### config.mk
export PLATFORM = sky130hd
export DESIGN_NAME = div_seq
export DESIGN_NICKNAME = d
export VERILOG_FILES = /design/src/rtl/div_seq.sv
export SDC_FILE = /design/constraint.sdc
export NUM_CORES = 1
export LEC_CHECK = 0
export CAP_MARGIN = 20
export CORE_ASPECT_RATIO = 1.5
export CORE_MARGIN = 4
export CORE_UTILIZATION = 59
export DETAILED_ROUTE_END_ITERATION = 8
export DONT_BUFFER_PORTS = 1
export PLACE_DENSITY = 0.79
export SLEW_MARGIN = 40
export SYNTH_ARGS = -nofsm -noshare
export SYNTH_HDL_FRONTEND = slang
export SYNTH_SLANG_ARGS = --single-unit
export TNS_END_PERCENT = 30
### constraint.sdc
create_clock -name iClk -period 4.89 [get_ports iClk]
set_input_delay 0.978 -clock iClk [delete_from_list [all_inputs] [get_ports iClk]]
set_output_delay 0.978 -clock iClk [all_outputs]
set_load 0.02 [all_outputs]
### src/rtl/div_seq.sv
// Sequential non-restoring integer divider, STEPS quotient bits per clock, with signed/unsigned operation.
// Optional define DIV_SEQ_DBZ_EN: a zero divisor skips iteration and flags oDBZ.
module div_seq #(
    parameter int WIDTH = 32,
    parameter int STEPS = 1
) (
    input  logic             iClk,
    input  logic             iRst,
    input  logic             iStart,
    input  logic             iSigned,
    input  logic [WIDTH-1:0] iQ,
    input  logic [WIDTH-1:0] iD,
    output logic [WIDTH-1:0] oQ,
    output logic [WIDTH-1:0] oR,
    output logic             oBusy,
    output logic             oDone,
    output logic             oDBZ
);

    localparam int NITER = WIDTH / STEPS;
    localparam int CW    = $clog2(NITER + 1);

    typedef enum logic [1:0] {IDLE, ITER, FIX} state_t;

    state_t           r_state;
    logic [CW-1:0]    r_cnt;
    logic [WIDTH:0]   r_a;
    logic [WIDTH-1:0] r_q;
    logic [WIDTH-1:0] r_d;
    logic             r_sq;
    logic             r_sd;
    logic [WIDTH-1:0] r_oq;
    logic [WIDTH-1:0] r_or;
    logic             r_busy;
    logic             r_done;

    logic             w_sq;
    logic             w_sd;
    logic [WIDTH-1:0] w_q_mag;
    logic [WIDTH-1:0] w_d_mag;
    logic [WIDTH:0]   w_d_ext;
    logic [WIDTH:0]   w_a_nxt;
    logic [WIDTH-1:0] w_q_nxt;
    logic             w_neg;
    logic [WIDTH-1:0] w_rem_mag;
    logic [WIDTH-1:0] w_rem;
    logic [WIDTH-1:0] w_quo;

    assign w_sq    = iSigned & iQ[WIDTH-1];
    assign w_sd    = iSigned & iD[WIDTH-1];
    assign w_q_mag = w_sq ? -iQ : iQ;
    assign w_d_mag = w_sd ? -iD : iD;
    assign w_d_ext = {1'b0, r_d};

    // NOTE: every variable gets a default before the loop so no path leaves it unassigned (no latch).
    always_comb begin
        w_a_nxt = r_a;
        w_q_nxt = r_q;
        w_neg   = 1'b0;
        for (int s = 0; s < STEPS; s++) begin
            w_neg   = w_a_nxt[WIDTH];
            w_a_nxt = {w_a_nxt[WIDTH-1:0], w_q_nxt[WIDTH-1]};
            w_q_nxt = {w_q_nxt[WIDTH-2:0], 1'b0};
            w_a_nxt = w_neg ? (w_a_nxt + w_d_ext) : (w_a_nxt - w_d_ext);
            w_q_nxt[0] = ~w_a_nxt[WIDTH];
        end
    end

    // A negative partial remainder is corrected by one add-back; only the low WIDTH bits survive.
    assign w_rem_mag = r_a[WIDTH] ? (r_a[WIDTH-1:0] + r_d) : r_a[WIDTH-1:0];
    assign w_rem     = r_sq ? -w_rem_mag : w_rem_mag;
    assign w_quo     = (r_sq ^ r_sd) ? -r_q : r_q;

`ifdef DIV_SEQ_DBZ_EN
    logic r_dbz_pend;
    logic r_dbz;
`endif

    // NOTE: all state is updated with non-blocking assignments so every register samples pre-edge values.
    always_ff @(posedge iClk) begin
        if (iRst) begin
            r_state <= IDLE;
            r_cnt   <= '0;
            r_a     <= '0;
            r_q     <= '0;
            r_d     <= '0;
            r_sq    <= 1'b0;
            r_sd    <= 1'b0;
            r_oq    <= '0;
            r_or    <= '0;
            r_busy  <= 1'b0;
            r_done  <= 1'b0;
`ifdef DIV_SEQ_DBZ_EN
            r_dbz_pend <= 1'b0;
            r_dbz      <= 1'b0;
`endif
        end else begin
            r_done <= 1'b0;
            case (r_state)
                IDLE: begin
                    if (iStart) begin
                        r_sq    <= w_sq;
                        r_sd    <= w_sd;
                        r_a     <= '0;
                        r_q     <= w_q_mag;
                        r_d     <= w_d_mag;
                        r_cnt   <= CW'(NITER);
                        r_busy  <= 1'b1;
                        r_state <= ITER;
`ifdef DIV_SEQ_DBZ_EN
                        r_dbz_pend <= (iD == '0);
                        if (iD == '0) begin
                            r_q     <= iQ;
                            r_state <= FIX;
                        end
`endif
                    end
                end
                ITER: begin
                    r_a   <= w_a_nxt;
                    r_q   <= w_q_nxt;
                    r_cnt <= r_cnt - CW'(1);
                    if (r_cnt == CW'(1)) begin
                        r_state <= FIX;
                    end
                end
                FIX: begin
                    r_oq    <= w_quo;
                    r_or    <= w_rem;
                    r_done  <= 1'b1;
                    r_busy  <= 1'b0;
                    r_state <= IDLE;
`ifdef DIV_SEQ_DBZ_EN
                    // The raw dividend was parked in r_q when the zero divisor was seen.
                    if (r_dbz_pend) begin
                        r_oq <= '1;
                        r_or <= r_q;
                    end
                    r_dbz <= r_dbz_pend;
`endif
                end
                default: r_state <= IDLE;
            endcase
        end
    end

    assign oQ    = r_oq;
    assign oR    = r_or;
    assign oBusy = r_busy;
    assign oDone = r_done;
`ifdef DIV_SEQ_DBZ_EN
    assign oDBZ  = r_dbz;
`else
    assign oDBZ  = 1'b0;
`endif

endmodule

==> flow_metrics.env <==
export IMPL_crit_path_end_kind="register"
export IMPL_cts_path_max_buffers=2
export IMPL_synth_area_leaders="dfxtp_1 27%, ha_1 6.8%, xnor2_1 6.4%, nand2_1 6.3%, a21oi_1 6.3%"
export IMPL_p_per_area_mw_per_mm2=472
export IMPL_final_hold_violation_count=0
export IMPL_vias=12300
export IMPL_worstPathCellList="or3_1 > or4_4 > or4_4 > nor4_1 > nor2_1 > xor2_1 > ha_1 > a21oi_2 > o21bai_1 > a21o_1 > a21o_1 > a21oi_1 > o31ai_2 > a221oi_2 > o21a_1 > o21ai_1 > or4_1 > nand3_1"
export IMPL_synth_cell_types=75
export IMPL_min_delay_path_depth=1
export IMPL_cts_max_level=4
export IMPL_drtIter0Drc=800
export IMPL_grt_start_max_net_pins=102
export IMPL_synth_seq_area_share_pct=27.0
export IMPL_worstReg2RegStart="r_d[3]"
export IMPL_met3_usage_pct=6.69
export IMPL_cts_tree="done"
export IMPL_clock_fmax_ghz=0.213
export IMPL_critPathKind="register to register"
export IMPL_io_pins=135
export IMPL_syn_nets=1849
export IMPL_firstDrtPassIters=6
export IMPL_core_area_mm2=0.0212
export IMPL_cts_sinks=173
export IMPL_slew_headroom_pct=50.1
export IMPL_clkTransAtPathRegs_ns=0.07
export IMPL_r2r_setup_slack_ns=0.20
export IMPL_ys_warnings_count=0
export IMPL_p_int_w=0.00370
export IMPL_layout_drive_gt1_share_pct=5.77
export IMPL_critical_path_top_delay_family="simple AND/OR/NAND/NOR gates"
export IMPL_wl_per_cell_um=17.7
export IMPL_slew_violations=0
export IMPL_dieWidth_um=128
export IMPL_vias_per_cell=6.30
export IMPL_yosys_cell_count_top_type="nand2_1"
export IMPL_max_cap_violations=0
export IMPL_antenna_found_initial=0
export IMPL_setup_tns_final_ns=0
export IMPL_dp_hpwl_um=26000
export IMPL_fin_crit_sh_pct=95.9
export IMPL_pwr_share_seq_pct=27.3
export IMPL_min_from="r_cnt[5]"
export IMPL_grt_pass1_wl_um=56800
export IMPL_netlist_area_mm2=0.0128
export IMPL_numCtsBuffers=17
export IMPL_period_minus_slack_ns=4.69
export IMPL_pwr_share_clk_pct=20.1
export IMPL_grt_pass1_vias=11900
export IMPL_p_sw_share_pct=42.8
export IMPL_worstMarginPinSlew_ns=0.742
export IMPL_worstSkewPairLatency_ns=0.44
export IMPL_grt_use_met1_pct=31.2
export IMPL_numPortBuffers=0
export IMPL_synth_largest_area_cell="dfxtp_1"
export IMPL_cp_slowest_stage_delay_ns=0.54
export IMPL_grt_use_met2_pct=50.8
export IMPL_skew_ns=0.00852
export IMPL_antenna_left=0
export IMPL_yosys_most_used_dff="dfxtp_1"
export IMPL_worstPathArrival_ns=5.07
export IMPL_synth_async_reset_ratio_pct=0
export IMPL_finalSetupViolations=0
export IMPL_root_buffer="clkbuf_16"
export IMPL_hold_buffers=0
export IMPL_finalNetCount=1808
export IMPL_p_leak_nw=5.22
export IMPL_required_ns=5.27
export IMPL_dieArea_mm2=0.0242
export IMPL_start_util_pct=60.5
export IMPL_ff2ff_path_depth=18
export IMPL_num_rows=65
export IMPL_ys_top_cells_by_count="217 x nand2_1, 173 x dfxtp_1, 162 x a21oi_1"
export IMPL_r2r_end="r_a[32]"
export IMPL_synthCells=1709
export IMPL_ys_ff_latch=173
export IMPL_syn_avg_cell_area_um2=7.51
export IMPL_crit_path_start_kind="register"
export IMPL_place_gp_congestion=0.924
export IMPL_whs_ns=0.482
export IMPL_grt_busiest_layer="met2"
export IMPL_min_to="r_cnt[5]"
export IMPL_track_usage_pct=28.2
export IMPL_switchingPower_w=0.00277
export IMPL_worst_path_max_fanout=5
export IMPL_syn_to_final_growth_pct=6.89
export IMPL_antennaDiodeCount=0
export IMPL_drcViolationCount=0
export IMPL_finalWirelength_um=34600
export IMPL_power_w=0.00648
export IMPL_hold_class="register to register"
export IMPL_slowest_stage="or4_4"
export IMPL_overflow=0
export IMPL_synth_top_area_share_pct=27.0
export IMPL_peakVddDrop_mv=0.313
export IMPL_p_comb_share_pct=52.6
export IMPL_outcome="complete, no violations"
export IMPL_synth_edf_count=0
export IMPL_crit_buf_inv=0
export IMPL_die_h_um=189
-- worst max-delay path by stage --
stage / startpoint / cells after the start / to
after global routing: r_d[3] / 18 / r_a[32]
after global placement: r_d[3] / 18 / r_a[32]
after floorplan: r_a[32] / 19 / r_a[32]
final: r_d[3] / 18 / r_a[32]
after detailed placement: r_d[3] / 18 / r_q[0]
after CTS: r_d[3] / 18 / r_a[32]
-- layout make-up --
class | count | area, um2
multi-input combinational | 1407 | 8960
fill | 1887 | 7500
sequential | 173 | 3460
clock buffer | 22 | 484
tap | 268 | 335
timing repair buffer | 28 | 250
inverter | 41 | 154
clock inverter | 10 | 80.1
-- cells by family after synthesis --
group                    after synthesis  synth area share [%]
AND/OR/NAND/NOR                      601                  22.2
AO/OA/AOI/OAI                        539                  26.4
XOR/XNOR                             182                  12.4
flip-flops                           173                  27.0
buffers and inverters                129                  3.83
adder cells (fa/ha/maj)               72                  7.13
multiplexers                          12                 0.965
other                                  1                0.0292
-- power groups by stage --
stage,sequential [W],clock [W],combinational [W]
after detailed placement,0.00179,0,0.00332
final,0.00177,0.00130,0.00341
after global placement,0.00178,0,0.00324
after floorplan,0.00171,0,0.00271
after CTS,0.00176,0.00132,0.00334
after global routing,0.00179,0.00138,0.00380
-- layout by cell type, fill, tap and decap left out, drive strengths merged, types with 14 or more instances in the layout --
cell    netlist  layout
nand4        14      14
o31ai        23      23
a22oi        34      34
ha           70      70
nor4         22      22
nor2        134     134
a21o         32      32
dfxtp       173     173
nand3        59      59
o21ai       144     144
a21oi       162     162
a211oi       36      36
inv          41      44
a31oi        25      25
nand2b       15      15
or4          18      18
nor3         40      40
xor2         88      88
buf          19      28
or3          18      18
xnor2        94      94
clkbuf       69      22
nand2       217     217
-- metal layers --
metal	vias up	wire length, um
li1	6109	-
met1	5701	13100
met2	397	17700
met3	78	2430
met4	0	1300
met5	-	0
-- flip-flops by register name, summed over array words and instances (netlist names) --
signal and cells:
r_a 33, oQ 32, oR 32, r_d 32, r_q 32, r_cnt 6
r_state 2, oBusy 1, oDone 1, r_sd 1, r_sq 1
-- timing repair --
| action | CTS | global route |
|---|---|---|
| setup buffers | 0 | 1 |
| endpoints found under the setup margin | 0 | 6 |
| gates resized for setup | 0 | 6 |
| hold endpoints to repair | 0 | 0 |
-- stage by stage --
stage	std cells	setup slack, ns	area, um2	utilization, %
after detailed placement	1913	0.0442	13100	61.6
final	1949	0.199	13700	64.7
after global placement	1913	0.198	13100	61.6
after global routing	1949	-0.0129	13700	64.7
after floorplan	1709	0.0102	12900	-
after CTS	1945	0.0119	13600	64.3
No activity file was read; power rests on OpenSTA's default activity.
